<file path="config.mk">
export PLATFORM = sky130hd
export DESIGN_NAME = mod_updown_counter_flat
export DESIGN_NICKNAME = d
export VERILOG_FILES = /design/src/rtl/mod_updown_counter_if.sv /design/src/rtl/mod_updown_counter.sv /design/src/flat_wrapper.sv
export SDC_FILE = /design/constraint.sdc
export NUM_CORES = 1
export LEC_CHECK = 0
export ABC_AREA = 1
export CAP_MARGIN = 10
export CORE_MARGIN = 2
export CORE_UTILIZATION = 45
export DETAILED_ROUTE_END_ITERATION = 16
export HOLD_SLACK_MARGIN = 0.06
export PLACE_DENSITY_LB_ADDON = 0.25
export SLEW_MARGIN = 5
export SYNTH_ARGS = -nofsm -noshare
export SYNTH_HDL_FRONTEND = slang
export SYNTH_SLANG_ARGS = --single-unit
</file>
<file path="constraint.sdc">
create_clock -name clock -period 2.4 [get_ports clock]
set_input_delay 0.48 -clock clock [delete_from_list [all_inputs] [get_ports clock]]
set_output_delay 0.48 -clock clock [all_outputs]
set_load 0.05 [all_outputs]
</file>
<file path="src/rtl/mod_updown_counter_if.sv">
// Control/status bundle for mod_updown_counter: step controls in, count and flags out.
// The sat flag exists only when MOD_UPDOWN_COUNTER_SATURATE_EN is defined.
interface mod_updown_counter_if #(
  parameter int WIDTH = 6
);
  logic             en;
  logic             up;
  logic             load;
  logic [WIDTH-1:0] load_value;
  logic [WIDTH-1:0] count;
  logic             tc;
  logic             wrap;
`ifdef MOD_UPDOWN_COUNTER_SATURATE_EN
  logic             sat;

  modport master (output en, up, load, load_value, input count, tc, wrap, sat);
  modport slave  (input en, up, load, load_value, output count, tc, wrap, sat);
`else
  modport master (output en, up, load, load_value, input count, tc, wrap);
  modport slave  (input en, up, load, load_value, output count, tc, wrap);
`endif
endinterface

</file>
<file path="src/rtl/mod_updown_counter.sv">
// Synchronous modulo-(MAX+1) up/down counter with parallel load, terminal count and wrap pulse.
// Optional build macro MOD_UPDOWN_COUNTER_SATURATE_EN turns wrapping into saturation and adds sat.
module mod_updown_counter #(
  parameter int WIDTH       = 6,
  parameter int MAX         = 63,
  parameter int RESET_VALUE = 0
) (
  input logic                 clock,
  input logic                 clear,
  mod_updown_counter_if.slave bus
);

  localparam logic [WIDTH-1:0] MAX_V   = WIDTH'(MAX);
  localparam logic [WIDTH-1:0] RESET_V = WIDTH'(RESET_VALUE);
  localparam logic [WIDTH-1:0] ONE     = WIDTH'(1);

  logic [WIDTH-1:0] count_p0;
  logic [WIDTH-1:0] count_nxt;
  logic             wrap_p0;
  logic             wrap_nxt;
  logic             at_max;
  logic             at_zero;
  logic             at_end;
`ifdef MOD_UPDOWN_COUNTER_SATURATE_EN
  logic             sat_p0;
  logic             sat_nxt;
`endif

  function automatic logic [WIDTH-1:0] clamp_load(input logic [WIDTH-1:0] value);
    return (value > MAX_V) ? MAX_V : value;
  endfunction

  // Wraps within [0, MAX] rather than at 2^WIDTH.
  function automatic logic [WIDTH-1:0] step_mod(input logic [WIDTH-1:0] cur, input logic dir_up);
    if (dir_up) begin
      return (cur == MAX_V) ? '0 : cur + ONE;
    end
    return (cur == '0) ? MAX_V : cur - ONE;
  endfunction

  assign at_max  = (count_p0 == MAX_V);
  assign at_zero = (count_p0 == '0);
  assign at_end  = (bus.up & at_max) | (~bus.up & at_zero);

  assign bus.tc    = bus.en & at_end;
  assign bus.count = count_p0;
  assign bus.wrap  = wrap_p0;
`ifdef MOD_UPDOWN_COUNTER_SATURATE_EN
  assign bus.sat   = sat_p0;
`endif

  always_comb begin
    count_nxt = count_p0;
    wrap_nxt  = 1'b0;
`ifdef MOD_UPDOWN_COUNTER_SATURATE_EN
    sat_nxt   = sat_p0;
`endif
    if (bus.load) begin
      count_nxt = clamp_load(bus.load_value);
`ifdef MOD_UPDOWN_COUNTER_SATURATE_EN
      sat_nxt   = 1'b0;
`endif
    end else if (bus.en) begin
`ifdef MOD_UPDOWN_COUNTER_SATURATE_EN
      if (at_end) begin
        sat_nxt   = 1'b1;
      end else begin
        count_nxt = step_mod(count_p0, bus.up);
        sat_nxt   = 1'b0;
      end
`else
      count_nxt = step_mod(count_p0, bus.up);
      wrap_nxt  = at_end;
`endif
    end
  end

  // Registered state: count, wrap pulse (and saturation flag).
  always_ff @(posedge clock or negedge clear) begin
    if (!clear) begin
      count_p0 <= RESET_V;
      wrap_p0  <= 1'b0;
`ifdef MOD_UPDOWN_COUNTER_SATURATE_EN
      sat_p0   <= 1'b0;
`endif
    end else begin
      count_p0 <= count_nxt;
      wrap_p0  <= wrap_nxt;
`ifdef MOD_UPDOWN_COUNTER_SATURATE_EN
      sat_p0   <= sat_nxt;
`endif
    end
  end

endmodule
</file>
<file path="src/flat_wrapper.sv">
// flat-port wrapper written by rule: the top's interface ports become plain ports
module mod_updown_counter_flat 
#(
  parameter int WIDTH       = 6,
  parameter int MAX         = 63,
  parameter int RESET_VALUE = 0
)
  (clock, clear, bus_en, bus_up, bus_load, bus_load_value, bus_count, bus_tc, bus_wrap);
  mod_updown_counter_if #(.WIDTH(WIDTH)) bus_i ();
  input logic clock;
  input logic clear;
  input wire logic [$bits(bus_i.en)-1:0] bus_en;
  input wire logic [$bits(bus_i.up)-1:0] bus_up;
  input wire logic [$bits(bus_i.load)-1:0] bus_load;
  input wire logic [$bits(bus_i.load_value)-1:0] bus_load_value;
  output wire logic [$bits(bus_i.count)-1:0] bus_count;
  output wire logic [$bits(bus_i.tc)-1:0] bus_tc;
  output wire logic [$bits(bus_i.wrap)-1:0] bus_wrap;
  assign bus_i.en = bus_en;
  assign bus_i.up = bus_up;
  assign bus_i.load = bus_load;
  assign bus_i.load_value = bus_load_value;
  assign bus_count = bus_i.count;
  assign bus_tc = bus_i.tc;
  assign bus_wrap = bus_i.wrap;
  mod_updown_counter #(.WIDTH(WIDTH), .MAX(MAX), .RESET_VALUE(RESET_VALUE)) u_core (.clock(clock), .clear(clear), .bus(bus_i));
endmodule
</file>
# Word level (Yosys, flattened, before mapping)
# Cells that the tools add are included.
# Widths: inputs -> output; s select.
[word_totals] elab_cells=25 n_memories=0 reg_bits=7 ram_bits=0 latch_bits=0 input_bits=11 rom_bits=0
[classes] add_sub_neg=2 reduce_logical=2 multipliers=0 mux=12 div=0 n_eq_ne=1 n_bitwise=5 n_shift=0 order_cmp=1
[op_table] op="$mux 6" n=7
[op_table] op="$add 6x1->6 const B" n=1
[op_table] op="$eq 6x6->1 const B" n=1
[op_table] op="$gt 6x6->1 const B" n=1
[op_table] op="$logic_not 6->1" n=1
[op_table] op="$sub 6x1->6 const B" n=1
[op_table] op="$mux 1" n=5
[op_table] op="$and 1x1->1" n=3
[op_table] op="$reduce_bool 2->1" n=1
[op_table] op="$not 1->1" n=1
[op_table] op="$or 1x1->1" n=1

# Logic depth before layout (Yosys ltp)
# Gate-level depths: netlist (run 1).
[depth] word_depth=6 depth_mapped=9 mapped_depth_nobuf=8

# Worst setup path before layout (run 1)
# No wires, ideal clock.
[synth_path] path_type="register to output" start="register u_core.count_p0[1], in the netlist u_core.bus.count[1]" end="output bus_tc" required_ps=1920 arrival_ps=1766 slack_ps=154 path_stages_with_launch=6 path_cell_list="dfrtp_1 ha_1 nand3_4 nor2_4 nand2_2 a21oi_2"
[synth_via] elab_chain_cells=4 word_cells_on_any_way=6 cone_classes="1 x eq/ne; 4 x bitwise; 1 x reduce/logical"
[synth_lines] element="from (decl)" line="mod_updown_counter.sv:17" source="logic [WIDTH-1:0] count_p0;"
[synth_lines] element="from (signal assigned)" line="mod_updown_counter.sv:87" source="count_p0 <= count_nxt;"
[synth_lines] element="$eq 6x6->1 / $logic_not 6->1 (equally long branches)" line="mod_updown_counter.sv:41, mod_updown_counter.sv:42"
[synth_lines] element="$and 1x1->1" line="mod_updown_counter.sv:43" source="assign at_end = (bus.up & at_max) | (~bus.up & at_zero);"
[synth_lines] element="$or 1x1->1 *" line="mod_updown_counter.sv:43"
[synth_lines] element="$and 1x1->1 *" line="mod_updown_counter.sv:45" source="assign bus.tc = bus.en & at_end;"
[synth_lines] element="to (decl)" line="flat_wrapper.sv:17" source="output wire logic [$bits(bus_i.tc)-1:0] bus_tc;"
# Mark *: on every way between the ends. The rest lies on a longest branch, timed or not.

# Worst setup path after layout (run 1)
[layout_path] start="input bus_up" end="output bus_tc"
[layout_via] elab_chain_cells=4 word_cells_on_any_way=5 cone_classes="5 x bitwise"
[layout_lines] element="from (decl)" line="flat_wrapper.sv:13" source="input wire logic [$bits(bus_i.up)-1:0] bus_up;"
[layout_lines] element="$not 1->1" line="mod_updown_counter.sv:43"
[layout_lines] element="$and 1x1->1" line="mod_updown_counter.sv:43"
[layout_lines] element="$or 1x1->1 *" line="mod_updown_counter.sv:43"
[layout_lines] element="$and 1x1->1 *" line="mod_updown_counter.sv:45"
# Marked as above.

==> tab_implementation.tex, run 1 <==
\begin{tabular}{lr}
\hline
Metric & Value \\
\hline
\multicolumn{2}{l}{\textbf{Routing}} \\
\quad Number of DRC violations after detailed-routing iteration 0 & 19 \\
\quad Vias per Instance & 5.20 \\
\quad DRC viols & 0 \\
\quad Final wirelength & approximately 1500 um \\
\quad Vias & $\sim$700 \\
\quad Initial DRT Pass Iterations & 4 \\
\quad Post-detailed-route count of antenna-violating nets & 0 \\
\quad Wire length per cell & 11.4 um \\
\multicolumn{2}{l}{\textbf{Clocking}} \\
\quad Clock latency on the worst-skew pair & 0.25 ns \\
\quad Gates resized, CTS repair & 0 \\
\quad Clock transition at the registers of the reported paths & around 0.05 ns \\
\quad CTS tree & yes \\
\quad Depth of the CTS H-tree & 1 \\
\quad Count of clock tree sinks & 7 \\
\quad Post-CTS setup buffer count & 0 \\
\quad Hold-fix buffer count after cts & 0 \\
\quad Cts bufs inserted & 3 \\
\quad CTS root buf & sky130\_fd\_sc\_hd\_\_clkbuf\_4 \\
\quad Maximum root-to-sink buffer count & 2 \\
\multicolumn{2}{l}{\textbf{Setup path}} \\
\quad Slowest stage cell, crit path & sky130\_fd\_sc\_hd\_\_clkdlybuf4s50\_1 \\
\quad Register-to-Register Path Depth & 5 \\
\quad Setup crit end kind & output port \\
\quad Critical path cell sequence & clkdlybuf4s50\_1 > inv\_1 > nand4\_4 > a21oi\_2 > buf\_12 \\
\quad Cell class contributing the biggest share of worst-path delay & buffers and inverters \\
\quad Worst path required time & 1.92 ns \\
\quad Number of cells on the critical path & 5 \\
\quad Highest cell delay on the worst timing path & between 0.4 and 0.5 ns \\
\quad CP max FO & 7 \\
\quad Worst Path Class, Setup & primary input to output port \\
\quad Critical Path AT & 1.76 ns \\
\quad Worst setup SP type & primary input \\
\quad Buffering stage count on the worst path with inverters included & 3 \\
\multicolumn{2}{l}{\textbf{STA}} \\
\quad Relative slew margins & 66.1\% \\
\quad Time the final worst path needs with I/O delays and setup & 2.24 ns \\
\quad Max-slew violation total from the final report & 0 \\
\quad Max Fclk & roughly 450 MHz \\
\quad Final Hold Vio Count & 0 \\
\quad Number of failing setup endpoints in the final timing report & 0 \\
\quad Final-layout worst hold slack & 0.482 ns \\
\quad Fin Clk Skew & 0.00685 ns \\
\quad RSZ-0062 raised after global routing & no \\
\quad Worst Tran Pin Value & 0.506 ns \\
\quad Final clock period utilization by the worst path & 93.4\% \\
\quad Total negative slack for setup checks & 0 ns \\
\quad Crit path setup slack, layout & 0.158 ns \\
\multicolumn{2}{l}{\textbf{GRT}} \\
\quad Vias in the first global route & 675 \\
\quad GRT Residual Overflow & 0 \\
\quad Total GRT Usage & between 20\% and 30\% \\
\quad Initial antenna violation count & 0 \\
\quad Global-route wire length before repair & roughly 2800 um \\
\quad Largest net degree at the start of global routing & 9 \\
\multicolumn{2}{l}{\textbf{Placement}} \\
\quad Hpwl dp & 1230 um \\
\quad Final weighted congestion in routability-driven placement & 0.924 \\
\quad Worst setup slack before clock tree synthesis & about 0.18 ns \\
\quad Port buffer count & 18 \\
\multicolumn{2}{l}{\textbf{Final layout}} \\
\quad Inserted Diodes & 0 \\
\quad Post-layout net count & 134 \\
\quad Layout cell share with drive strength beyond 1 & about an eighth \\
\quad Layout filler cell count & 116 \\
\quad Area added between synthesis and finish & 34.0\% \\
\multicolumn{2}{l}{\textbf{Synth}} \\
\quad Number of nets in the synthesized netlist & 111 \\
\quad Cell type contributing the most total cell area after synthesis & sky130\_fd\_sc\_hd\_\_dfrtp\_1 \\
\quad Proportion of synthesized flip-flops having asynchronous set or reset & between 90\% and 100\% \\
\quad Summed instance area of the synthesized netlist & 669 sq um \\
\quad Yosys warning total & 0 \\
\quad Top cell type's share of synthesized area & 26.2\% \\
\quad Cells after Synth & 97 \\
\quad Number of enable flip-flop cells after synthesis & 0 \\
\quad Most repeated cell in the gate-level netlist after synthesis & sky130\_fd\_sc\_hd\_\_nand2\_1 \\
\quad Flip-flop and latch count after synthesis & 7 \\
\quad Synth cell count leaders & sky130\_fd\_sc\_hd\_\_nand2\_1, sky130\_fd\_sc\_hd\_\_inv\_1, sky130\_fd\_sc\_hd\_\_nor2\_1, sky130\_fd\_sc\_hd\_\_nand3\_1, sky130\_fd\_sc\_hd\_\_dfrtp\_1 \\
\quad Primary FF master, synth & sky130\_fd\_sc\_hd\_\_dfrtp\_1 \\
\quad Post-Synthesis Mean Instance Area & 6.90 sq um \\
\quad Register area share after synthesis & 26.2\% \\
\quad Cell types with the largest area share after synthesis & sky130\_fd\_sc\_hd\_\_dfrtp\_1, sky130\_fd\_sc\_hd\_\_nand2\_1, sky130\_fd\_sc\_hd\_\_nand3\_1 \\
\quad Number of distinct library cell variants in the gate-level netlist after synthesis & 21 \\
\multicolumn{2}{l}{\textbf{Job}} \\
\quad Reported max-cap violation count & 0 \\
\multicolumn{2}{l}{\textbf{Floorplan}} \\
\quad Vertical die dimension & 42.6 um \\
\quad Starting Density & between 40\% and 50\% \\
\quad Die outline area & between 1500 and 2000 sq um \\
\quad Number of placement rows & 13 \\
\quad Horizontal die dimension & 42.6 um \\
\quad Ports placed on the boundary & 19 \\
\quad Core box area & 1350 sq um \\
\multicolumn{2}{l}{\textbf{Power}} \\
\quad Leak pwr & around 0.00043 uW \\
\quad Pwr dens & 566 nW/um\^{}2 \\
\quad Max VDD drop & between 300 and 400 uV \\
\quad Power, Total & 508 uW \\
\multicolumn{2}{l}{\textbf{Hold path}} \\
\quad Worst hold path type & primary input to asynchronous set/reset pin \\
\multicolumn{2}{l}{\textbf{Run status}} \\
\quad Result of the run & finished clean \\
\hline
\end{tabular}
[per-layer routing]
metal | routed length, um | part of all wire (%) | GRT usage (%) | vias up
met4 | 9 | 0.59 | 4.38 | 0
met3 | 88 | 5.8 | 8.62 | 2
met1 | 644 | 42 | 24.5 | 321
li1 | - | - | - | 350
met5 | 0 | 0 | 0 | -
met2 | 780 | 51 | 34.2 | 24
[worst paths after layout]
path / from / to / slack [ns]
min in group clock: u_core.bus.count[4]$_DFFE_PN0P_ / u_core.bus.count[4]$_DFFE_PN0P_ / 0.65
min reg2reg: u_core.bus.count[4]$_DFFE_PN0P_ / u_core.bus.count[4]$_DFFE_PN0P_ / 0.65
max in group asynchronous: clear / u_core.bus.wrap$_DFF_PN0_ / 1.67
min: clear / u_core.bus.count[2]$_DFFE_PN0P_ / 0.48
max reg2reg: u_core.bus.count[0]$_DFFE_PN0P_ / u_core.bus.wrap$_DFF_PN0_ / 0.91
max: bus_up / bus_tc / 0.16
[sequential cells by signal, indices dropped and copies added, names as in the netlist]
signal and cells:
u_core.bus.wrap 1, u_core.bus.count 6
[report_power, final]
| group | internal (uW) | total, uW | switching, uW |
|---|---|---|---|
| clock network | 63.5 | 107 | 43.9 |
| registers | 132 | 153 | 20.9 |
| logic | 92.8 | 247 | 155 |
| total | 289 | 508 | 219 |
[cells in the final DEF (no fill, tap or decap), drive strengths merged]
| cell | synthesis | routed |
|---|---|---|
| a21oi | 1 | 1 |
| a22oi | 2 | 2 |
| and2 | 1 | 1 |
| buf | 2 | 3 |
| clkbuf | 0 | 4 |
| clkdlybuf4s50 | 0 | 17 |
| dfrtp | 7 | 7 |
| ha | 3 | 3 |
| inv | 12 | 12 |
| nand2 | 34 | 34 |
| nand3 | 10 | 10 |
| nand4 | 2 | 2 |
| nor2 | 15 | 15 |
| o21ai | 3 | 3 |
| o21bai | 1 | 1 |
| o221ai | 1 | 1 |
| xnor2 | 1 | 1 |
| xor2 | 2 | 2 |
[cell families after synthesis]
group / synth area share, %
AO/OA/AOI/OAI: 8.22
flip-flops: 26.2
XOR/XNOR: 3.93
buffers and inverters: 10.1
AND/OR/NAND/NOR: 46.0
adder cells (fa/ha/maj): 5.61
[per-stage QoR]
stage,std cells,util [%],cell area (sq um)
final,134,66.5,897
after global routing,134,66.5,897
after CTS,134,66.5,897
after detailed placement,130,64.5,871
after global placement,130,64.5,871
after floorplan,97,-,669
[area by class of cell]
type | count | area, sq um | area share (%)
multi-input cells | 76 | 427 | 47.6
repair buffers | 20 | 205 | 22.9
flip-flops and latches | 7 | 175 | 19.5
inverters | 12 | 45.0 | 5.02
clock buffers | 4 | 26.3 | 2.93
well taps | 15 | 18.8 | 2.09
Power figures use the tool's default switching activity.
==> run 2: changes to the inputs <==
- CORE_UTILIZATION: 45 -> 41
- clock period: 2.4 -> 1.95 ns (I/O delays scaled with it)
==> tab_implementation.tex, run 2 (synthesized netlist as in run 1, its figures left out) <==
\begin{tabular}{lr}
\hline
Metric & Value \\
\hline
\multicolumn{2}{l}{\textbf{Run status}} \\
\quad Result of the run & finished clean \\
\multicolumn{2}{l}{\textbf{Routing}} \\
\quad Vias & 714 (+2.4\%) \\
\quad Vias per Instance & 5.06 (-2.6\%) \\
\quad Post-detailed-route count of antenna-violating nets & 0 (unchanged) \\
\quad DRC viols & 0 (unchanged) \\
\quad Wire length per cell & 12.1 um (+6.9\%) \\
\quad Number of DRC violations after detailed-routing iteration 0 & 16 (-3) \\
\quad Initial DRT Pass Iterations & 4 (unchanged) \\
\quad Final wirelength & 1710 um (+12\%) \\
\multicolumn{2}{l}{\textbf{Clocking}} \\
\quad CTS root buf & sky130\_fd\_sc\_hd\_\_clkbuf\_4 \\
\quad CTS tree & yes \\
\quad Cts bufs inserted & 3 (unchanged) \\
\quad Count of clock tree sinks & 7 (unchanged) \\
\quad Clock transition at the registers of the reported paths & 0.06 ns (about the same) \\
\quad Maximum root-to-sink buffer count & 2 (unchanged) \\
\quad Clock latency on the worst-skew pair & 0.26 ns (about the same) \\
\quad Depth of the CTS H-tree & 1 (unchanged) \\
\multicolumn{2}{l}{\textbf{Setup path}} \\
\quad Terminus of the critical flop-to-flop path & u\_core.bus.count[2]\$\_DFFE\_PN0P\_ \\
\quad Worst Path Class, Setup & primary input to output port \\
\quad Worst setup SP type & primary input \\
\quad CP max FO & 4 (-3) \\
\quad Setup crit end kind & output port \\
\quad Reg-to-reg critical path startpoint & u\_core.bus.count[0]\$\_DFFE\_PN0P\_ \\
\quad FF-to-FF setup slack & 0.49 ns (-0.42 ns) \\
\quad Register-to-Register Path Depth & 7 (+2) \\
\quad Worst path required time & 1.56 ns (-0.36 ns) \\
\quad Critical Path AT & 1.50 ns (-0.26 ns) \\
\multicolumn{2}{l}{\textbf{GRT}} \\
\quad Largest net degree at the start of global routing & 8 (-1) \\
\quad Total GRT Usage & 20.1\% (-0.48 points) \\
\quad Global-route wire length before repair & 2840 um (+0.25\%) \\
\quad Vias in the first global route & 663 (-1.8\%) \\
\quad Initial antenna violation count & 0 (unchanged) \\
\quad GRT Residual Overflow & 0 (unchanged) \\
\multicolumn{2}{l}{\textbf{Final layout}} \\
\quad Largest register FFs & 6 (unchanged) \\
\quad Final Cell Area & 968 sq um (+7.9\%) \\
\quad Layout cell share with drive strength beyond 1 & 25.6\% (+14 points) \\
\quad Number of cells in the finished layout apart from fillers & 141 (+5.2\%) \\
\quad Post-layout net count & 140 (+4.5\%) \\
\quad Commonest cells after routing, fill and taps aside & sky130\_fd\_sc\_hd\_\_nand2\_1, sky130\_fd\_sc\_hd\_\_buf\_4, sky130\_fd\_sc\_hd\_\_nor2\_1 \\
\quad Layout filler cell count & 152 (+31\%) \\
\quad Area added between synthesis and finish & 44.7\% \\
\quad Leading cell type in the layout, fill and taps excluded & sky130\_fd\_sc\_hd\_\_nand2\_1 \\
\quad Inserted Diodes & 0 (unchanged) \\
\multicolumn{2}{l}{\textbf{Floorplan}} \\
\quad Number of placement rows & 14 (+1) \\
\quad Ports placed on the boundary & 19 (unchanged) \\
\quad Horizontal die dimension & 44.4 um (+4.3\%) \\
\quad Die outline area & 1970 sq um (+8.8\%) \\
\quad Starting Density & 43.9\% (-5.7 points) \\
\quad Core box area & 1520 sq um (+13\%) \\
\quad Vertical die dimension & 44.4 um (+4.3\%) \\
\multicolumn{2}{l}{\textbf{Hold path}} \\
\quad Worst hold path type & primary input to asynchronous set/reset pin \\
\multicolumn{2}{l}{\textbf{Placement}} \\
\quad Final weighted congestion in routability-driven placement & 0.921 (-0.32\%) \\
\quad Placed Instance Area & 902 sq um (+3.6\%) \\
\quad Worst setup slack before clock tree synthesis & 0.0877 ns (-0.0898 ns) \\
\quad Port buffer count & 18 (unchanged) \\
\quad Placed Cells & 134 (+3.1\%) \\
\quad Hpwl dp & 1370 um (+11\%) \\
\multicolumn{2}{l}{\textbf{STA}} \\
\quad Fin Clk Skew & 0.00405 ns (-0.00280 ns) \\
\quad Final Hold Vio Count & 0 (unchanged) \\
\quad Time the final worst path needs with I/O delays and setup & around 1.9 ns \\
\quad Total negative slack for setup checks & 0 ns (unchanged) \\
\quad Final clock period utilization by the worst path & approximately 97\% \\
\quad Relative slew margins & 67.3\% (+1.2 points) \\
\quad Max-slew violation total from the final report & 0 (unchanged) \\
\quad Number of failing setup endpoints in the final timing report & 0 (unchanged) \\
\quad Crit path setup slack, layout & 0.0596 ns (-0.0985 ns) \\
\quad Worst Tran Pin Value & 0.489 ns (-0.0177 ns) \\
\quad Max Fclk & around 530 MHz \\
\quad Final-layout worst hold slack & 0.404 ns (-0.0780 ns) \\
\multicolumn{2}{l}{\textbf{Power}} \\
\quad Leak pwr & 0.000465 uW (+8.2\%) \\
\quad Max VDD drop & 364 uV (+0.55\%) \\
\quad Pwr dens & 687 nW/um\^{}2 (+21\%) \\
\multicolumn{2}{l}{\textbf{Job}} \\
\quad Reported max-cap violation count & 0 (unchanged) \\
\hline
\end{tabular}
==> run 2: where the power goes <==
group / internal [uW] / switching (uW) / leakage, uW
combinational: 133 / 188 / 0.000366
sequential: 164 / 41.1 / 0.0000834
clock: 78.6 / 60.7 / 0.0000150
==> run 2: how the worst max path moves through the flow <==
stage | depth (start not counted) | slack [ns] | end | from
after detailed placement | 5 | 0.09 | bus_tc | bus_up
after global placement | 5 | 0.11 | bus_tc | bus_up
after floorplan | 5 | 0.12 | bus_tc | u_core.bus.count[1]$_DFFE_PN0P_
after global routing | 5 | -0.006 | bus_tc | bus_up
after CTS | 6 | 0.03 | bus_tc | u_core.bus.count[0]$_DFFE_PN0P_
final | 5 | 0.06 | bus_tc | bus_up
==> run 2: stage by stage <==
stage | power [uW] | utilization, %
finish | 666 | 63.5
global route | 715 | 63.5
CTS | 662 | 62.1
detailed placement | 510 | 59.2
global placement | 503 | 59.2
floorplan | 408 | -
==> run 2: area by class of cell <==
type / instances / area [sq um] / share of cell area (%)
clock buffer: 4 / 26.3 / 2.71
inverter: 12 / 47.5 / 4.91
multi-input combinational: 76 / 449 / 46.4
sequential: 7 / 178 / 18.3
tap: 16 / 20.0 / 2.07
timing repair buffer: 26 / 248 / 25.6
==> run 2: critical path, stage by stage <==
cell and delay (ns):
sky130_fd_sc_hd__clkdlybuf4s50_1 0.46, sky130_fd_sc_hd__inv_1 0.14, sky130_fd_sc_hd__nand4_4 0.15, sky130_fd_sc_hd__a21oi_4 0.20
sky130_fd_sc_hd__buf_12 0.15
==> run 2: timing repair <==
action | CTS | global route
setup endpoints to repair | 1 | 1
buffers inserted | 2 | 1
gates resized for setup | 2 | 4
hold buffers | 0 | 0
pin swaps | 0 | 1
==> run 2: routing by layer <==
layer | track usage, % | wire [um]
met1 | 24.4 | 702
met2 | 35.0 | 904
met3 | 4.90 | 94
met4 | 5.45 | 11
met5 | 0 | 0
==> run 3: changes to the inputs <==
- CORE_UTILIZATION: 41 -> 45
- clock period: 1.95 -> 1.9 ns (I/O delays scaled with it)
==> tab_implementation.tex, run 3 (synthesized netlist as in run 1, its figures left out) <==
\begin{tabular}{lr}
\hline
Metric & Value \\
\hline
\multicolumn{2}{l}{\textbf{STA}} \\
\quad Relative slew margins & 66.6\% (-0.71 points) \\
\quad Worst Tran Pin Value & 0.499 ns (+0.0105 ns) \\
\quad Max-slew violation total from the final report & 0 (unchanged) \\
\quad Total negative slack for setup checks & 0 ns (unchanged) \\
\quad RSZ-0062 raised after global routing & yes \\
\quad Time the final worst path needs with I/O delays and setup & 1.88 ns \\
\quad Final clock period utilization by the worst path & 98.7\% \\
\quad Number of failing setup endpoints in the final timing report & 0 (unchanged) \\
\quad Final Hold Vio Count & 0 (unchanged) \\
\quad Max Fclk & 533 MHz \\
\quad Fin Clk Skew & 0.00589 ns (+0.00183 ns) \\
\multicolumn{2}{l}{\textbf{Final layout}} \\
\quad Leading cell type in the layout, fill and taps excluded & sky130\_fd\_sc\_hd\_\_nand2\_1 \\
\quad Layout filler cell count & 109 (-28\%) \\
\quad Post-layout net count & 141 (+0.71\%) \\
\quad Layout cell share with drive strength beyond 1 & 27.8\% (+2.2 points) \\
\quad Area added between synthesis and finish & 46.0\% \\
\quad Commonest cells after routing, fill and taps aside & sky130\_fd\_sc\_hd\_\_nand2\_1, sky130\_fd\_sc\_hd\_\_buf\_4, sky130\_fd\_sc\_hd\_\_nor2\_1 \\
\quad Number of cells in the finished layout apart from fillers & 141 (unchanged) \\
\quad Inserted Diodes & 0 (unchanged) \\
\quad Largest register FFs & 6 (unchanged) \\
\multicolumn{2}{l}{\textbf{Floorplan}} \\
\quad Ports placed on the boundary & 19 (unchanged) \\
\quad Core box area & 1350 sq um (-11\%) \\
\quad Die outline area & 1810 sq um (-8.1\%) \\
\quad Starting Density & 49.6\% (+5.7 points) \\
\quad Number of placement rows & 13 (-1) \\
\quad Horizontal die dimension & 42.6 um (-4.1\%) \\
\quad Vertical die dimension & 42.6 um (-4.1\%) \\
\multicolumn{2}{l}{\textbf{Routing}} \\
\quad Wire length per cell & 11.7 um (-4.1\%) \\
\quad DRC viols & 0 (unchanged) \\
\quad Final wirelength & 1640 um (-4.1\%) \\
\quad Number of DRC violations after detailed-routing iteration 0 & 28 (+12) \\
\quad Vias & 710 (-0.56\%) \\
\quad Post-detailed-route count of antenna-violating nets & 0 (unchanged) \\
\quad Initial DRT Pass Iterations & 4 (unchanged) \\
\quad Vias per Instance & 5.04 (-0.56\%) \\
\multicolumn{2}{l}{\textbf{Setup path}} \\
\quad Critical Path AT & 1.50 ns (about the same) \\
\quad Worst Path Class, Setup & flop to output port \\
\quad Worst path required time & 1.52 ns (-0.04 ns) \\
\quad Setup crit end kind & output port \\
\quad Register-to-Register Path Depth & 7 (unchanged) \\
\quad Worst setup SP type & flop \\
\quad CP max FO & 4 (unchanged) \\
\multicolumn{2}{l}{\textbf{Placement}} \\
\quad Hpwl dp & 1270 um (-7.4\%) \\
\quad Port buffer count & 18 (unchanged) \\
\quad Final weighted congestion in routability-driven placement & 0.890 (-3.4\%) \\
\quad Placed Cells & 132 (-1.5\%) \\
\multicolumn{2}{l}{\textbf{Clocking}} \\
\quad CTS root buf & sky130\_fd\_sc\_hd\_\_clkbuf\_4 \\
\quad Depth of the CTS H-tree & 1 (unchanged) \\
\quad Clock latency on the worst-skew pair & 0.25 ns (about the same) \\
\quad Clock transition at the registers of the reported paths & 0.06 ns (about the same) \\
\quad Cts bufs inserted & 3 (unchanged) \\
\quad Hold-fix buffer count after cts & 0 (unchanged) \\
\quad Maximum root-to-sink buffer count & 2 (unchanged) \\
\quad CTS tree & yes \\
\quad Count of clock tree sinks & 7 (unchanged) \\
\multicolumn{2}{l}{\textbf{GRT}} \\
\quad GRT Residual Overflow & 0 (unchanged) \\
\quad Initial antenna violation count & 0 (unchanged) \\
\quad Global-route wire length before repair & 2840 um (unchanged) \\
\quad Total GRT Usage & 20.3\% (+0.27 points) \\
\quad Largest net degree at the start of global routing & 10 (+2) \\
\quad Vias in the first global route & 691 (+4.2\%) \\
\multicolumn{2}{l}{\textbf{Power}} \\
\quad Leak pwr & 0.000471 uW (+1.4\%) \\
\quad Pwr dens & 690 nW/um\^{}2 (+0.32\%) \\
\quad Power, Total & 674 uW (+1.2\%) \\
\quad Max VDD drop & 614 uV (+69\%) \\
\multicolumn{2}{l}{\textbf{Hold path}} \\
\quad Worst hold path type & primary input to asynchronous set/reset pin \\
\multicolumn{2}{l}{\textbf{Job}} \\
\quad Reported max-cap violation count & 0 (unchanged) \\
\multicolumn{2}{l}{\textbf{Run status}} \\
\quad Result of the run & finished clean \\
\hline
\end{tabular}
## run 3: changes by cell type in the layout (fill, tap and decap cells not counted)
cell	before	now
sky130_fd_sc_hd__clkbuf_1	1	0
sky130_fd_sc_hd__buf_4	13	14
sky130_fd_sc_hd__dfrtp_2	2	3
sky130_fd_sc_hd__clkinv_2	0	1
sky130_fd_sc_hd__dfrtp_1	5	4
## run 3: routing by layer
layer / vias to the layer above / GRT usage [%] / wire (um)
met2: 19 / 36.0 / 793
met1: 326 / 25.3 / 757
met3: 0 / 6.90 / 92
li1: 365 / - / -
met4: 0 / 0 / 0
met5: - / 0 / 0
## run 3: worst paths after layout
check / from / endpoint / slack [ns]
max in group asynchronous: clear / u_core.bus.count[3]$_DFFE_PN0P_ / 1.28
hold / removal: clear / u_core.bus.count[2]$_DFFE_PN0P_ / 0.37
setup reg to reg: u_core.bus.count[0]$_DFFE_PN0P_ / u_core.bus.count[2]$_DFFE_PN0P_ / 0.44
min in group clock: u_core.bus.count[4]$_DFFE_PN0P_ / u_core.bus.count[4]$_DFFE_PN0P_ / 0.64
hold reg to reg: u_core.bus.count[4]$_DFFE_PN0P_ / u_core.bus.count[4]$_DFFE_PN0P_ / 0.64
setup / recovery: u_core.bus.count[0]$_DFFE_PN0P_ / bus_tc / 0.02
## run 3: timing repair
item	in CTS	in global routing
buffers inserted	4	1
setup endpoints to repair	1	1
gates cloned	0	0
gates resized for setup	6	1
pin swaps	1	0
## run 3: area by class of cell
| cell class | instances | area [sq um] | share of cell area [%] |
|---|---|---|---|
| clock buffers | 3 | 22.5 | 2.30 |
| clock inverters | 1 | 5.00 | 0.512 |
| inverters | 12 | 47.5 | 4.87 |
| multi-input cells | 76 | 449 | 46.0 |
| flip-flops and latches | 7 | 179 | 18.3 |
| well taps | 15 | 18.8 | 1.92 |
| repair buffers | 27 | 255 | 26.1 |
## run 3: through the flow
step	instance area (sq um)	hold slack, ns	util (%)	worst slack (ns)
after floorplan	679	0.0844	-	0.0798
after global placement	893	0.579	66.2	0.0871
after detailed placement	893	0.581	66.2	0.0598
after CTS	970	0.381	71.8	0.00821
after global routing	977	0.399	72.4	-0.0310
final	977	0.372	72.4	0.0249
## run 3: critical path, cell delays in order, from the launching register on
cell,delay [ns]
sky130_fd_sc_hd__dfrtp_2,0.44
sky130_fd_sc_hd__ha_4,0.17
sky130_fd_sc_hd__nand3_4,0.09
sky130_fd_sc_hd__nor2_4,0.13
sky130_fd_sc_hd__nand2_2,0.08
sky130_fd_sc_hd__a21oi_4,0.17
sky130_fd_sc_hd__buf_12,0.16
## run 3: report_power, final
| group | total (uW) | switching [uW] | internal [uW] |
|---|---|---|---|
| registers | 213 | 44.2 | 169 |
| clock network | 134 | 57.5 | 77.0 |
| logic | 326 | 188 | 138 |
